$ cat config.mk
export PLATFORM = sky130hd
export DESIGN_NAME = cdb_arbiter
export DESIGN_NICKNAME = d
export VERILOG_FILES = /design/src/rtl/cdb_arbiter.sv
export SDC_FILE = /design/constraint.sdc
export NUM_CORES = 1
export LEC_CHECK = 0
export ABC_AREA = 1
export BUFFER_PORTS_ARGS = -buffer_cell sky130_fd_sc_hd__buf_2
export CORE_ASPECT_RATIO = 0.6
export CORE_MARGIN = 2
export CORE_UTILIZATION = 64
export CTS_CLUSTER_DIAMETER = 100
export DETAILED_ROUTE_END_ITERATION = 8
export PLACE_DENSITY = 0.85
export RECOVER_POWER = 100
export SLEW_MARGIN = 20
export SYNTH_ARGS = -nofsm -noshare
export SYNTH_HDL_FRONTEND = slang
export SYNTH_SLANG_ARGS = --single-unit
$ cat constraint.sdc
create_clock -name clockIn -period 5.7 [get_ports clockIn]
set_input_delay 1.425 -clock clockIn [delete_from_list [all_inputs] [get_ports clockIn]]
set_output_delay 1.425 -clock clockIn [all_outputs]
set_load 0.01 [all_outputs]
$ cat src/rtl/cdb_arbiter.sv
// cdb_arbiter: two-source round-robin arbiter for the common data bus.
// The ALU and the load/store buffer each feed a circular FIFO, and one
// registered broadcast per cycle is driven from the granted FIFO head.
// Optional feature macro: CDB_BYPASS_EN. When it is defined, a result offered
// to an empty FIFO may be granted straight onto the bus in the same cycle.
module cdb_arbiter #(
  parameter int ROB_WIDTH  = 4,
  parameter int FIFO_WIDTH = 2
) (
  input  logic                 clockIn,
  input  logic                 resetIn,
  input  logic                 clearIn,
  input  logic                 rsValid,
  input  logic [ROB_WIDTH-1:0] rsRobIndex,
  input  logic [31:0]          rsVal,
  output logic                 rsReady,
  input  logic                 lsbValid,
  input  logic [ROB_WIDTH-1:0] lsbRobIndex,
  input  logic [31:0]          lsbVal,
  output logic                 lsbReady,
  output logic                 cdbValid,
  output logic [ROB_WIDTH-1:0] cdbRobIndex,
  output logic [31:0]          cdbVal,
  output logic                 cdbFromLsb
);

  localparam int DEPTH   = 1 << FIFO_WIDTH;
  localparam int ENTRY_W = ROB_WIDTH + 32;
  localparam logic [FIFO_WIDTH:0]   CNT_FULL = (FIFO_WIDTH + 1)'(DEPTH);
  localparam logic [FIFO_WIDTH:0]   CNT_ONE  = (FIFO_WIDTH + 1)'(1);
  localparam logic [FIFO_WIDTH-1:0] PTR_ONE  = (FIFO_WIDTH)'(1);

  logic [ENTRY_W-1:0]    rs_mem_q  [DEPTH];
  logic [ENTRY_W-1:0]    lsb_mem_q [DEPTH];

  logic [FIFO_WIDTH-1:0] rs_head_q, rs_head_d, rs_tail_q, rs_tail_d;
  logic [FIFO_WIDTH-1:0] lsb_head_q, lsb_head_d, lsb_tail_q, lsb_tail_d;
  logic [FIFO_WIDTH:0]   rs_count_q, rs_count_d, lsb_count_q, lsb_count_d;
  logic                  last_lsb_q, last_lsb_d;
  logic                  cdb_valid_q, cdb_valid_d;
  logic [ROB_WIDTH-1:0]  cdb_tag_q, cdb_tag_d;
  logic [31:0]           cdb_val_q, cdb_val_d;
  logic                  cdb_from_lsb_q, cdb_from_lsb_d;

  logic rs_empty, rs_req, rs_gnt, rs_bypass, rs_push_fifo, rs_pop, rs_wr_en;
  logic lsb_empty, lsb_req, lsb_gnt, lsb_bypass, lsb_push_fifo, lsb_pop, lsb_wr_en;

  // Ready depends only on registered counts, so a full FIFO stays not-ready
  // even when it is being popped this cycle.
  assign rsReady     = (rs_count_q != CNT_FULL);
  assign lsbReady    = (lsb_count_q != CNT_FULL);
  assign cdbValid    = cdb_valid_q;
  assign cdbRobIndex = cdb_tag_q;
  assign cdbVal      = cdb_val_q;
  assign cdbFromLsb  = cdb_from_lsb_q;

  // Requests, round-robin grant, and which pushes/pops actually touch a FIFO.
  always_comb begin
    rs_empty  = (rs_count_q == '0);
    lsb_empty = (lsb_count_q == '0);
`ifdef CDB_BYPASS_EN
    rs_req  = !rs_empty || rsValid;
    lsb_req = !lsb_empty || lsbValid;
`else
    rs_req  = !rs_empty;
    lsb_req = !lsb_empty;
`endif
    rs_gnt  = rs_req && (!lsb_req || last_lsb_q);
    lsb_gnt = lsb_req && (!rs_req || !last_lsb_q);
`ifdef CDB_BYPASS_EN
    rs_bypass  = rs_gnt && rs_empty;
    lsb_bypass = lsb_gnt && lsb_empty;
`else
    rs_bypass  = 1'b0;
    lsb_bypass = 1'b0;
`endif
    rs_pop        = rs_gnt && !rs_empty;
    lsb_pop       = lsb_gnt && !lsb_empty;
    rs_push_fifo  = rsValid && rsReady && !rs_bypass;
    lsb_push_fifo = lsbValid && lsbReady && !lsb_bypass;
    rs_wr_en      = rs_push_fifo && !clearIn;
    lsb_wr_en     = lsb_push_fifo && !clearIn;
  end

  // Next-state for pointers, counts, grant history and the broadcast registers.
  always_comb begin
    rs_head_d      = rs_head_q;
    rs_tail_d      = rs_tail_q;
    rs_count_d     = rs_count_q;
    lsb_head_d     = lsb_head_q;
    lsb_tail_d     = lsb_tail_q;
    lsb_count_d    = lsb_count_q;
    last_lsb_d     = last_lsb_q;
    cdb_valid_d    = rs_gnt || lsb_gnt;
    cdb_tag_d      = cdb_tag_q;
    cdb_val_d      = cdb_val_q;
    cdb_from_lsb_d = cdb_from_lsb_q;

    if (rs_push_fifo) rs_tail_d = rs_tail_q + PTR_ONE;
    if (rs_pop)       rs_head_d = rs_head_q + PTR_ONE;
    if (rs_push_fifo && !rs_pop)      rs_count_d = rs_count_q + CNT_ONE;
    else if (!rs_push_fifo && rs_pop) rs_count_d = rs_count_q - CNT_ONE;

    if (lsb_push_fifo) lsb_tail_d = lsb_tail_q + PTR_ONE;
    if (lsb_pop)       lsb_head_d = lsb_head_q + PTR_ONE;
    if (lsb_push_fifo && !lsb_pop)      lsb_count_d = lsb_count_q + CNT_ONE;
    else if (!lsb_push_fifo && lsb_pop) lsb_count_d = lsb_count_q - CNT_ONE;

    if (rs_gnt) begin
      {cdb_tag_d, cdb_val_d} = rs_bypass ? {rsRobIndex, rsVal} : rs_mem_q[rs_head_q];
      cdb_from_lsb_d = 1'b0;
      last_lsb_d     = 1'b0;
    end else if (lsb_gnt) begin
      {cdb_tag_d, cdb_val_d} = lsb_bypass ? {lsbRobIndex, lsbVal} : lsb_mem_q[lsb_head_q];
      cdb_from_lsb_d = 1'b1;
      last_lsb_d     = 1'b1;
    end

    if (clearIn) begin
      rs_head_d      = '0;
      rs_tail_d      = '0;
      rs_count_d     = '0;
      lsb_head_d     = '0;
      lsb_tail_d     = '0;
      lsb_count_d    = '0;
      last_lsb_d     = 1'b1;
      cdb_valid_d    = 1'b0;
      cdb_tag_d      = cdb_tag_q;
      cdb_val_d      = cdb_val_q;
      cdb_from_lsb_d = cdb_from_lsb_q;
    end
  end

  // Control and broadcast registers; reset matches the flushed state.
  always_ff @(posedge clockIn or posedge resetIn) begin
    if (resetIn) begin
      rs_head_q      <= '0;
      rs_tail_q      <= '0;
      rs_count_q     <= '0;
      lsb_head_q     <= '0;
      lsb_tail_q     <= '0;
      lsb_count_q    <= '0;
      last_lsb_q     <= 1'b1;
      cdb_valid_q    <= 1'b0;
      cdb_tag_q      <= '0;
      cdb_val_q      <= '0;
      cdb_from_lsb_q <= 1'b0;
    end else begin
      rs_head_q      <= rs_head_d;
      rs_tail_q      <= rs_tail_d;
      rs_count_q     <= rs_count_d;
      lsb_head_q     <= lsb_head_d;
      lsb_tail_q     <= lsb_tail_d;
      lsb_count_q    <= lsb_count_d;
      last_lsb_q     <= last_lsb_d;
      cdb_valid_q    <= cdb_valid_d;
      cdb_tag_q      <= cdb_tag_d;
      cdb_val_q      <= cdb_val_d;
      cdb_from_lsb_q <= cdb_from_lsb_d;
    end
  end

  // FIFO storage; contents are only meaningful between head and tail.
  always_ff @(posedge clockIn) begin
    if (rs_wr_en)  rs_mem_q[rs_tail_q]   <= {rsRobIndex, rsVal};
    if (lsb_wr_en) lsb_mem_q[lsb_tail_q] <= {lsbRobIndex, lsbVal};
  end

endmodule

Word-level counts from Yosys, hierarchy flattened
Memories as Yosys holds them, arrays and structs flattened.
Index checks and enable logic that the tools add are counted.
{"block": "word_totals", "regBits": 53, "ram_bits": 288, "output_inout_bits": 40, "elab_cells": 84, "n_memories": 2}
{"name": "lsb_mem_q", "depth": 4, "word_bits": 36, "read_ports": 1, "rd_ports_with_merged_regs": 0, "wr": 1, "line_no": "34", "text": "logic [ENTRY_W-1:0] lsb_mem_q [DEPTH];"}
{"name": "rs_mem_q", "depth": 4, "word_bits": 36, "read_ports": 1, "rd_ports_with_merged_regs": 0, "wr": 1, "line_no": "33", "text": "logic [ENTRY_W-1:0] rs_mem_q [DEPTH];"}
{"block": "op_classes", "n_addsub": 8, "eq_ne": 2, "muxes": 26, "n_bitwise": 1, "reduce_logical": 34}
{"op": "32-bit two-way mux", "count": 2}
{"op": "3-bit two-way mux", "count": 6}
{"op": "2-bit two-way mux", "count": 8}
{"op": "1-bit logical AND", "count": 12}
{"op": "2-bit nonzero test", "count": 5}
{"op": "3-bit nonzero test", "count": 3}
{"op": "2-bit by 1-bit adder with 2-bit output, second input constant", "count": 4}
{"op": "1-bit zero test", "count": 8}
{"op": "1-bit two-way mux", "count": 8}
{"op": "4-bit two-way mux", "count": 2}
{"op": "3-bit by 1-bit adder with 3-bit output, second input constant", "count": 2}
{"op": "3-bit zero test", "count": 2}
{"op": "3-bit != test, second input constant", "count": 2}
{"op": "3-bit by 1-bit subtractor with 3-bit output, second input constant", "count": 2}
{"op": "1-bit logical OR", "count": 3}
{"op": "2-bit AND reduction", "count": 1}
{"op": "1-bit inverter", "count": 1}

Longest topological paths before layout
Gate-level depths: netlist of run 1.
{"block": "logic_depth", "depth_word": 8, "depth_mapped": 13, "mapped_depth_nobuf": 13}

Worst setup path before layout of run 1
Ideal clock, no wire load.
{"block": "synth_timing", "path_kind": "input to register", "from": "input clearIn", "to": "memory rs_mem_q[0][0] (netlist bit), enable pin", "setup_ns": 0.429, "arrival_time_ns": 3.467, "required_time_ns": 5.271, "setup_slack_ns": 1.804, "path_stages": 4, "path_cell_list": "inv_1 > clkbuf_1 > nand2_1 > nor2_1"}
{"block": "synth_between", "elab_chain_len": 4}
{"element": "start: declaration", "line_no": "12", "text": "input logic clearIn,"}
{"element": "1-bit zero test", "line_no": "81", "text": "rs_wr_en = rs_push_fifo && !clearIn;"}
{"element": "1-bit logical AND", "line_no": "81"}
{"element": "1-bit two-way mux", "line_no": "165", "text": "if (rs_wr_en) rs_mem_q[rs_tail_q] <= {rsRobIndex, rsVal};"}
{"element": "1-bit two-way mux (not written as such)", "line_no": "165"}
{"element": "end: declaration", "line_no": "33"}
Every way passes these cells.

Worst setup path after layout of run 1
{"block": "layout_timing", "from": "input clearIn", "to": "memory rs_mem_q[3][11] (netlist bit), enable pin"}
Same word-level chain as after synthesis.

==> results by group, run 1 <==
Global routing
  – Vias in the first global route: 8802
  – First-pass GRT wire length: 46880 µm
  – Initial antenna violation count: 0
  – Largest net degree at the start of global routing: 77
  – All-Layer GR Usage: 26.52%
  – Grt ovf: 0

Floorplanning
  – Core Region: 0.02108 mm²
  – Die area: 0.02279 mm²
  – DIE WIDTH: 193.6 µm
  – FP Rows: 41
  – Initial Util: 65.45%
  – Die Span Y: 117.7 µm
  – I/O pin cnt: 117

Synth
  – Async SR Flop Fraction: 15.54%
  – Gate Count Post-Synth: 1171
  – Syn Area/Cell: 11.78 µm²
  – Synth warnings: 0
  – Primary FF master, synth: edfxtp_1
  – Mapped Area: 0.01380 mm²
  – Post-synth EDFFs: 288
  – Syn nets: 1258
  – Sequential area share after synthesis: 72.29%
  – Synthesis-stage register bit count: 341
  – Yosys cell types: 30

Finish
  – Fin area: 0.01552 mm²
  – Commonest non-fill, non-tap cell in the layout: nand2_1
  – Share of cells above drive strength 1: 7.502%
  – Commonest cells after routing, fill and taps aside: nand2_1, edfxtp_1, nand3_1
  – NumNets Final: 1357
  – Area grow syn2layout: 12.47%
  – Fillers: 1358

Setup path
  – Slowest stage delay, CP: 1.46 ns
  – R2R Path End: rs_mem_q[3][11]$_DFFE_PP_
  – Worst setup SP type: input pin
  – Setup slack, reg-to-reg: 2.69 ns
  – Critical path peak fanout: 33
  – Cell Chain, Critical Path: clkbuf_1, inv_1, nand2_1, nor2_1, buf_16
  – Crit Reg-Reg Startpoint: rs_count_q[2]$_DFFE_PP0P_
  – Crit path capture: rs_mem_q[3][11]$_DFFE_PP_
  – Setup crit start: clearIn
  – CP required: 5.96 ns
  – CP endpoint kind: flip-flop
  – Slowest-stage cell, CP: nor2_1
  – Critical path class: in2reg
  – Worst EP arrival: 4.48 ns
  – R2R cell count: 6

Timing
  – Fin crit share: 73.99%
  – Worst-Margin Slew: 2.951 ns
  – Hold Violations, Final: 0
  – Final Max Tran Viols: 89
  – Worst Clk Skew: 0.01078 ns
  – RSZ-0062 raised after global routing: no
  – Slew headroom: -96.71%
  – Final Critical Period: 4.217 ns
  – Setup violations, final: 0
  – Max Freq: 237.1 MHz
  – Setup TNS: 0 ns

Place
  – Routability Congestion: 0.8773
  – Dpl cell area: 0.01450 mm²
  – IO buf count: 116
  – Post-detail-place hpwl: 17790 µm

Route
  – First DRT Iteration DRCs: 1019
  – DR WL/cell: 19.44 µm
  – Via count: 9216
  – Final ANT Viol Nets: 0
  – Vias per inst: 5.859
  – Detailed-router iteration count before antenna repair: 7
  – Routed wire length: 30580 µm
  – DR DRC count: 0

Outcome
  – Status: complete, but fails checks
  – Failing checks: capacitance limit, slew limit

Clock tree
  – Total CTS buffers: 29
  – Clock sink total: 341
  – Count of hold-fix buffers inserted at cts: 0
  – Worst-path clk slew: 0.07 ns
  – Resized cells post-CTS: 0
  – CTS Buffer Depth: 3
  – Root buf cell: clkbuf_16
  – Setup repair bufs after CTS: 0
  – Clock latency on the worst-skew pair: 0.56 ns
  – CTS tree: done
  – H-tree Lvls: 1

Power
  – Pwr Total: 7.772 mW
  – Leakage power: 5.785 nW
  – PD cells: 500.8 mW/mm²
  – VDD IR max: 0.0003799 V

Run
  – Max Cap Viol: 4

Hold path
  – Hold WC Path Type: reg2reg
## worst max-delay path: cells and delay by family
family | cells | cell delay (ns)
buffers and inverters | 3 | 1.35
AND/OR/NAND/NOR | 2 | 1.67
## Yosys cell counts (7+ instances only)
library cell / count / area, µm²
a21oi_1: 35 / 175.2
buf_2: 39 / 195.2
clkbuf_1: 16 / 60.06
dfrtp_1: 52 / 1301
edfxtp_1: 288 / 8648
ha_1: 8 / 100.1
inv_1: 28 / 105.1
nand2_1: 405 / 1520
nand3_1: 169 / 845.8
nor2_1: 16 / 60.06
nor2_2: 7 / 43.79
o21a_1: 12 / 90.09
o21ai_0: 37 / 185.2
o21ai_1: 18 / 90.09
## registers in the layout, summed over array words and instances, names as in the netlist
| signal | flops |
|---|---|
| cdbFromLsb | 1 |
| cdbRobIndex | 4 |
| cdbVal | 32 |
| cdbValid | 1 |
| last_lsb_q | 1 |
| lsb_count_q | 3 |
| lsb_head_q | 2 |
| lsb_mem_q | 144 |
| lsb_tail_q | 2 |
| rs_count_q | 3 |
| rs_head_q | 2 |
| rs_mem_q | 144 |
| rs_tail_q | 2 |
## worst min-delay path by stage
stage | slack, ns | end | depth (start not counted) | startpoint
after floorplan | 0.48 | rs_count_q[0]$_DFFE_PP0P_ | 2 | rs_count_q[0]$_DFFE_PP0P_
after global placement | 0.49 | cdbVal[5]$_DFFE_PP0P_ | 2 | cdbVal[5]$_DFFE_PP0P_
after detailed placement | 0.50 | cdbRobIndex[3]$_DFFE_PP0P_ | 2 | cdbRobIndex[3]$_DFFE_PP0P_
after CTS | 0.52 | cdbVal[5]$_DFFE_PP0P_ | 2 | cdbVal[5]$_DFFE_PP0P_
after global routing | 0.54 | rs_count_q[0]$_DFFE_PP0P_ | 2 | rs_count_q[0]$_DFFE_PP0P_
final | 0.51 | rs_count_q[0]$_DFFE_PP0P_ | 2 | rs_count_q[0]$_DFFE_PP0P_
## area by class of cell
type	count	area, µm²	area share (%)
flip-flops and latches	341	9978	64.29
multi-input cells	732	3327	21.44
clock buffers	37	828.3	5.337
repair buffers	133	668.1	4.305
well taps	279	349.1	2.249
clock inverters	17	242.7	1.564
inverters	33	123.9	0.7981
diodes	1	2.502	0.01612
## power breakdown
group          leakage [nW]  switching [mW]  total, mW  internal (mW)
clock                 0.531           0.886       2.19           1.30
combinational          2.00            1.71       2.39          0.679
sequential             3.26           0.186       3.19           3.01
## logic make-up (layout without fill, tap and decap cells)
| logic type | count (synthesis) | count (layout) | share of synthesized area, % |
|---|---|---|---|
| and+or+nand+nor | 612 | 612 | 18.81 |
| DFF | 341 | 341 | 72.29 |
| AOI/OAI and AO/OA | 108 | 108 | 4.289 |
| buffers and inverters | 98 | 220 | 3.464 |
| adders and majority gates | 10 | 10 | 1.016 |
| xor gates and xnor gates | 2 | 2 | 0.1270 |
| other | 0 | 1 | 0 |
## layer usage
layer	share of wire, %	global-route usage (%)	vias up
met4	3.9	9.971	0
li1	-	-	4226
met3	8.8	4.728	89
met5	0	0	-
met1	41	38.35	4413
met2	46	41.09	488
## per-stage QoR
stage / std cells / util, % / worst slack, ns / hold slack, ns
2_1_floorplan: 1171 / - / 1.804 / 0.4835
3_3_place_gp: 1509 / 68.76 / 1.943 / 0.4940
3_5_place_dp: 1509 / 68.76 / 1.847 / 0.4981
4_1_cts: 1563 / 73.84 / 2.399 / 0.5207
5_1_grt: 1572 / 73.60 / 1.246 / 0.5440
6_report: 1573 / 73.61 / 1.483 / 0.5065
Power figures use the tool's default switching activity.
==> run 2, diff against run 1 <==
--- a/config.mk
+++ b/config.mk
@@ -5,14 +5,14 @@
 export SDC_FILE = /design/constraint.sdc
 export NUM_CORES = 1
 export LEC_CHECK = 0
-export ABC_AREA = 1
+export ABC_AREA = 0
 export BUFFER_PORTS_ARGS = -buffer_cell sky130_fd_sc_hd__buf_2
 export CORE_ASPECT_RATIO = 0.6
 export CORE_MARGIN = 2
-export CORE_UTILIZATION = 64
+export CORE_UTILIZATION = 59
 export CTS_CLUSTER_DIAMETER = 100
 export DETAILED_ROUTE_END_ITERATION = 8
-export PLACE_DENSITY = 0.85
+export PLACE_DENSITY = 0.79
 export RECOVER_POWER = 100
 export SLEW_MARGIN = 20
 export SYNTH_ARGS = -nofsm -noshare
==> constraint.sdc (replaced) <==
create_clock -name clockIn -period 3.93 [get_ports clockIn]
set_input_delay 0.9825 -clock clockIn [delete_from_list [all_inputs] [get_ports clockIn]]
set_output_delay 0.9825 -clock clockIn [all_outputs]
set_load 0.01 [all_outputs]
==> run 2 against run 1 <==
Register-to-register slack got worse by 1.8 ns. Sequential share of layout area increased by 2.7 points. Die area increased by 3.0%. Highest routed layer unchanged. The flow still finishes with violations (capacitance limit, slew limit). Sequential power increased by 49%. First-iteration DRC count decreased by 47%.
==> results by group, run 2 <==
Place
  – Post-detail-place hpwl: 17090 µm (-4.0%)
  – Routability Congestion: 0.7688 (-12%)
  – Dpl ws: 1.117 ns (-0.7303 ns)
  – IO buf count: 116 (unchanged)
  – Dpl cell area: 0.01396 mm² (-3.7%)
  – Placed Instances: 1026 (-32%)

Power
  – Int Pwr: 7.409 mW (+49%)
  – Psw: 2.912 mW (+4.6%)
  – VDD IR max: 0.0004159 V (+9.5%)
  – Power share of the clock group: 31.1% (+2.9 points)
  – Reg power frac: 45.9% (+4.8 points)
  – Combinational share of power: 23.0% (-7.8 points)
  – Switch share: 28.22% (-7.6 points)
  – Leakage power: 4.984 nW (-14%)
  – Pwr Total: 10.32 mW (+33%)
  – PD cells: 692.9 mW/mm² (+38%)

Clock tree
  – CTS Buffer Depth: 3 (unchanged)
  – Total CTS buffers: 30 (+3.4%)
  – Count of hold-fix buffers inserted at cts: 0 (unchanged)
  – Setup repair bufs after CTS: 0 (unchanged)
  – H-tree Lvls: 1 (unchanged)
  – CTS tree: done
  – Root buf cell: clkbuf_16
  – Clock sink total: 341 (unchanged)
  – Worst-path clk slew: 0.06 ns (about the same)
  – Clock latency on the worst-skew pair: 0.56 ns (about the same)
  – Resized cells post-CTS: 0 (unchanged)

Finish
  – Area grow syn2layout: 13.61%
  – Commonest non-fill, non-tap cell in the layout: edfxtp_1
  – Commonest cells after routing, fill and taps aside: edfxtp_1, clkbuf_1, mux4_2
  – Fillers: 1374 (+1.2%)
  – NumNets Final: 859 (-37%)
  – Register area: 0.009978 mm² (unchanged)
  – Final non-filler cell total: 1086 (-31%)
  – Share of cells above drive strength 1: 17.71% (+10 points)
  – Area of the multi-input gates: 0.002917 mm² (-12%)
  – Fin area: 0.01490 mm² (-4.0%)

Global routing
  – Vias in the first global route: 6857 (-22%)
  – Grt ovf: 0 (unchanged)
  – Largest net degree at the start of global routing: 39 (-49%)
  – All-Layer GR Usage: 23.98% (-2.5 points)
  – First-pass GRT wire length: 41080 µm (-12%)
  – Initial antenna violation count: 4 (+4)

Synth
  – Synthesis-stage register bit count: 341 (unchanged)
  – Synth warnings: 0 (unchanged)
  – Post-synth EDFFs: 288 (unchanged)
  – Syn nets: 735 (-42%)
  – Primary FF master, synth: edfxtp_1
  – Sequential area share after synthesis: 76.09% (+3.8 points)
  – Synth area leader: edfxtp_1
  – Async SR Flop Fraction: 15.54% (unchanged)
  – Yosys cell types: 40 (+33%)
  – Gate Count Post-Synth: 648 (-45%)
  – Mapped Area: 0.01311 mm² (-5.0%)
  – Top post-synthesis cells by area: edfxtp_1, mux4_2, dfrtp_1, mux2i_1, nor2_1
  – Post-synth top cells: edfxtp_1, mux4_2, nor2_1, dfrtp_1, a21oi_1
  – Most frequent cell after synthesis: edfxtp_1
  – Syn Area/Cell: 20.23 µm² (+72%)
  – Synth top area share: 65.96% (+3.3 points)

Timing
  – Setup TNS: 0 ns (unchanged)
  – Max Freq: 329.8 MHz
  – Hold Violations, Final: 0 (unchanged)
  – RSZ-0062 raised after global routing: no
  – Worst-Margin Slew: 1.954 ns (-0.9970 ns)
  – Final Max Tran Viols: 400 (+350%)
  – Setup violations, final: 0 (unchanged)
  – Fin worst setup slack: 0.8983 ns (-0.5843 ns)
  – Final Critical Period: 3.032 ns
  – Worst Clk Skew: 0.008256 ns (-0.002527 ns)
  – Slew headroom: -30.24% (+66 points)
  – Fin crit share: 77.14%

Route
  – Met2 WL: 13850 µm (-1.5%)
  – DR DRC count: 0 (unchanged)
  – Detailed-router iteration count before antenna repair: 5 (-2)
  – Via count: 6475 (-30%)
  – Routed wire length: 26990 µm (-12%)
  – Final ANT Viol Nets: 0 (unchanged)
  – Met3 wire len: 1766 µm (-34%)
  – DR top layer: met4
  – First DRT Iteration DRCs: 535 (-47%)
  – DR WL/cell: 24.85 µm (+28%)
  – Met1 WL: 10860 µm (-14%)
  – Vias per inst: 5.962 (+1.8%)

Floorplanning
  – Die area: 0.02347 mm² (+3.0%)
  – FP Rows: 42 (+2.4%)
  – Core Region: 0.02191 mm² (+3.9%)
  – I/O pin cnt: 117 (unchanged)
  – Die Span Y: 119.5 µm (+1.5%)
  – Initial Util: 59.83% (-5.6 points)
  – DIE WIDTH: 196.5 µm (+1.5%)

Outcome
  – Status: complete, but fails checks
  – Failing checks: capacitance limit, slew limit

Setup path
  – Critical path class: reg2reg
  – Critical path peak fanout: 36 (+9.1%)
  – Worst EP arrival: 3.18 ns (-1.30 ns)
  – CP endpoint kind: flip-flop
  – Worst setup SP type: flip-flop
  – CP required: 4.07 ns (-1.89 ns)

Hold path
  – Hold WC Path Type: reg2reg

Run
  – Max Cap Viol: 11 (+7)
[run 2: kinds of logic after synthesis]
kind of cell,synth area share [%]
AND/OR/NAND/NOR,2.872
AO/OA/AOI/OAI,2.071
flip-flops,76.09
buffers and inverters,1.660
multiplexers,15.71
XOR/XNOR,0.5343
adder cells (fa/ha/maj),1.069
[run 2: power by group through the flow]
| stage | clock, mW | combinational, mW | sequential, mW |
|---|---|---|---|
| 2_1_floorplan | 0 | 1.79 | 4.68 |
| 3_3_place_gp | 0 | 2.38 | 4.77 |
| 3_5_place_dp | 0 | 2.45 | 4.81 |
| 4_1_cts | 3.25 | 2.48 | 4.74 |
| 5_1_grt | 3.39 | 2.59 | 4.80 |
| 6_report | 3.21 | 2.37 | 4.74 |
[run 2: area by class of cell]
type / count / area share [%]
flip-flops and latches: 341 / 66.99
diodes: 4 / 0.06720
clock inverters: 16 / 1.789
well taps: 286 / 2.402
multi-input cells: 263 / 19.58
inverters: 12 / 0.3024
clock buffers: 40 / 5.561
repair buffers: 124 / 3.310
[run 2: critical path: stages (launching register included)]
cell and delay (ns):
dfrtp_1 0.44, or3b_1 0.29, nand2_1 0.17, nor2_1 0.20, and2_1 1.47
[run 2: worst paths after layout]
kind / start / endpoint / slack [ns] / cells after the start
min in group asynchronous: resetIn / cdbVal[2]$_DFFE_PP0P_ / 0.92 / 2
max in group asynchronous: resetIn / cdbVal[16]$_DFFE_PP0P_ / 1.22 / 3
worst max register to register: rs_count_q[2]$_DFFE_PP0P_ / rs_mem_q[1][32]$_DFFE_PP_ / 0.90 / 4
worst max-delay path: rs_count_q[2]$_DFFE_PP0P_ / rs_mem_q[1][32]$_DFFE_PP_ / 0.90 / 4
worst min-delay path: cdbVal[7]$_DFFE_PP0P_ / cdbVal[7]$_DFFE_PP0P_ / 0.54 / 2
worst min register to register: cdbVal[7]$_DFFE_PP0P_ / cdbVal[7]$_DFFE_PP0P_ / 0.54 / 2
[run 2: routing by layer]
layer,track usage (%),vias to the layer above
met4,6.771,0
met1,33.35,3362
met2,39.96,256
met3,4.163,44
li1,-,2813
met5,0,-
[run 2: stage by stage]
| stage | hold WS, ns | utilization (%) |
|---|---|---|
| after floorplan | 0.5425 | - |
| after global placement | 0.5020 | 63.72 |
| after detailed placement | 0.5181 | 63.72 |
| after CTS | 0.5344 | 68.72 |
| after global routing | 0.5668 | 67.97 |
| final | 0.5359 | 67.97 |
==> run 3, diff against run 2 <==
--- a/config.mk
+++ b/config.mk
@@ -9,10 +9,10 @@
 export BUFFER_PORTS_ARGS = -buffer_cell sky130_fd_sc_hd__buf_2
 export CORE_ASPECT_RATIO = 0.6
 export CORE_MARGIN = 2
-export CORE_UTILIZATION = 59
+export CORE_UTILIZATION = 53
 export CTS_CLUSTER_DIAMETER = 100
 export DETAILED_ROUTE_END_ITERATION = 8
-export PLACE_DENSITY = 0.79
+export PLACE_DENSITY = 0.75
 export RECOVER_POWER = 100
 export SLEW_MARGIN = 20
 export SYNTH_ARGS = -nofsm -noshare
==> constraint.sdc (replaced) <==
create_clock -name clockIn -period 2.7 [get_ports clockIn]
set_input_delay 0.675 -clock clockIn [delete_from_list [all_inputs] [get_ports clockIn]]
set_output_delay 0.675 -clock clockIn [all_outputs]
set_load 0.01 [all_outputs]
==> run 3 against run 2 <==
Non-clock buffer count up 21. Design area up 1.9%. Register-to-register slack worse by 0.69 ns. Die area is 11% higher. Sequential power grew 43%. Core utilization fell by 5.3 points. Critical path type unchanged. Flip-flop and latch count is the same. Highest routed layer is now met5. Largest cell class unchanged. Combinational power grew 56%. The flow now finishes without violations.
==> results by group, run 3 (same netlist as run 2, synthesis figures left out) <==
Floorplanning
  – I/O pin cnt: 117 (unchanged)
  – Initial Util: 54.13% (-5.7 points)
  – Die area: 0.02605 mm² (+11%)
  – FP Rows: 44 (+4.8%)
  – Die Span Y: 125.8 µm (+5.3%)
  – DIE WIDTH: 207.1 µm (+5.4%)
  – Core Region: 0.02422 mm² (+11%)

Place
  – Post-detail-place hpwl: 17520 µm (+2.5%)
  – IO buf count: 116 (unchanged)
  – Routability Congestion: 0.7752 (+0.83%)
  – Dpl ws: 0.3368 ns (-0.7803 ns)
  – Dpl cell area: 0.01438 mm² (+3.0%)

Finish
  – Register area: 0.009982 mm² (about the same)
  – Area of the multi-input gates: 0.002912 mm² (-0.17%)
  – Share of cells above drive strength 1: 19.71% (+2.0 points)
  – Commonest cells after routing, fill and taps aside: edfxtp_1, clkbuf_1, mux4_2
  – Commonest non-fill, non-tap cell in the layout: edfxtp_1
  – NumNets Final: 880 (+2.4%)
  – Fin area: 0.01518 mm² (+1.9%)
  – Fillers: 1695 (+23%)
  – Area grow syn2layout: 15.76%

Setup path
  – Worst setup SP type: flip-flop
  – Slowest stage delay, CP: 0.64 ns (-0.83 ns)
  – Critical path class: reg2reg
  – Slowest-stage cell, CP: and2_1
  – Worst EP arrival: 2.71 ns (-0.47 ns)
  – CP endpoint kind: flip-flop
  – Critical path peak fanout: 24 (-33%)
  – CP required: 2.93 ns (-1.14 ns)
  – Cell Chain, Critical Path: or3b_1, nand2_1, nor2_1, and2_1, buf_6

Clock tree
  – Resized cells post-CTS: 0 (unchanged)
  – Worst-path clk slew: 0.07 ns (about the same)
  – Root buf cell: clkbuf_16
  – CTS Buffer Depth: 3 (unchanged)
  – Setup repair bufs after CTS: 0 (unchanged)
  – Total CTS buffers: 30 (unchanged)
  – Clock latency on the worst-skew pair: 0.56 ns (about the same)
  – CTS tree: done
  – Count of hold-fix buffers inserted at cts: 0 (unchanged)
  – Clock sink total: 341 (unchanged)
  – H-tree Lvls: 1 (unchanged)

Run
  – Max Cap Viol: 0 (-11)

Route
  – DR DRC count: 0 (unchanged)
  – Vias per inst: 5.740 (-3.7%)
  – Final ANT Viol Nets: 0 (unchanged)
  – Via count: 6555 (+1.2%)
  – First DRT Iteration DRCs: 647 (+21%)
  – Detailed-router iteration count before antenna repair: 5 (unchanged)
  – Routed wire length: 27070 µm (+0.30%)
  – DR WL/cell: 23.70 µm (-4.6%)

Timing
  – Worst-Margin Slew: 1.382 ns (-0.5714 ns)
  – Max Freq: 401.9 MHz (+22%)
  – Setup violations, final: 0 (unchanged)
  – Final Critical Period: 2.488 ns (-0.5434 ns)
  – Fin worst setup slack: 0.2116 ns (-0.6866 ns)
  – Setup TNS: 0 ns (unchanged)
  – RSZ-0062 raised after global routing: no
  – Slew headroom: 7.855% (+38 points)
  – Worst Clk Skew: 0.007890 ns (-0.0003658 ns)
  – Fin crit share: 92.16% (+15 points)
  – Final Max Tran Viols: 0 (-100%)
  – Hold Violations, Final: 0 (unchanged)
  – Hold WS: 0.3748 ns (-0.1611 ns)

Power
  – PD cells: 976.6 mW/mm² (+41%)
  – Pwr Total: 14.82 mW (+44%)
  – Leakage power: 5.084 nW (+2.0%)
  – VDD IR max: 0.0005698 V (+37%)

Global routing
  – Largest net degree at the start of global routing: 75 (+92%)
  – First-pass GRT wire length: 41490 µm (+1.0%)
  – Vias in the first global route: 6814 (-0.63%)
  – Initial antenna violation count: 5 (+1)
  – Grt ovf: 0 (unchanged)
  – All-Layer GR Usage: 21.33% (-2.6 points)

Outcome
  – Status: finished clean

Hold path
  – Hold WC Path Type: in2reg
==> run 3: worst paths after layout <==
| check | cells past startpoint | from | slack, ns | to |
|---|---|---|---|---|
| setup reg to reg | 5 | rs_count_q[2]$_DFFE_PP0P_ | 0.21 | rs_mem_q[1][26]$_DFFE_PP_ |
| max in group asynchronous | 2 | resetIn | 1.28 | rs_head_q[1]$_DFFE_PP0P_ |
| setup / recovery | 5 | rs_count_q[2]$_DFFE_PP0P_ | 0.21 | rs_mem_q[1][26]$_DFFE_PP_ |
| min in group asynchronous | 2 | resetIn | 0.51 | rs_count_q[2]$_DFFE_PP0P_ |
| hold reg to reg | 2 | cdbVal[14]$_DFFE_PP0P_ | 0.53 | cdbVal[14]$_DFFE_PP0P_ |
| hold / removal | 1 | lsbVal[19] | 0.37 | lsb_mem_q[1][19]$_DFFE_PP_ |
==> run 3: metrics by stage <==
stage                     instances  util [%]
final                          1142     62.66
after floorplan                 648         -
after global routing           1139     62.62
after global placement         1083     59.37
after CTS                      1139     63.51
after detailed placement       1083     59.37
==> run 3: final cells by class <==
cell class | instances | area share, %
Antenna cell | 3 | 0.04946
Clock buffer | 38 | 5.350
Clock inverter | 18 | 1.261
Inverter | 12 | 0.2968
Multi-Input combinational cell | 263 | 19.18
Sequential cell | 341 | 65.77
Tap cell | 322 | 2.655
Timing Repair Buffer | 145 | 5.433
==> run 3: layer usage <==
metal	part of all wire [%]	wire, µm	GRT usage (%)	vias to the layer above
li1	-	-	-	2862
met1	45	12080	32.00	3396
met2	46	12400	32.69	252
met3	7.8	2118	5.137	41
met4	1.6	442	4.118	4
met5	0.10	27	0	-
==> run 3: report_power, final <==
group	internal (mW)	switching, mW
Clock	2.51	1.84
Sequential	6.35	0.417
Combinational	1.70	2.00
==> run 3: worst max-delay path, delay by kind of cell, from the launching register on <==
family | cells | cell delay (ns)
DFF | 1 | 0.45
buffers and inverters | 1 | 0.37
and+or+nand+nor | 4 | 1.31
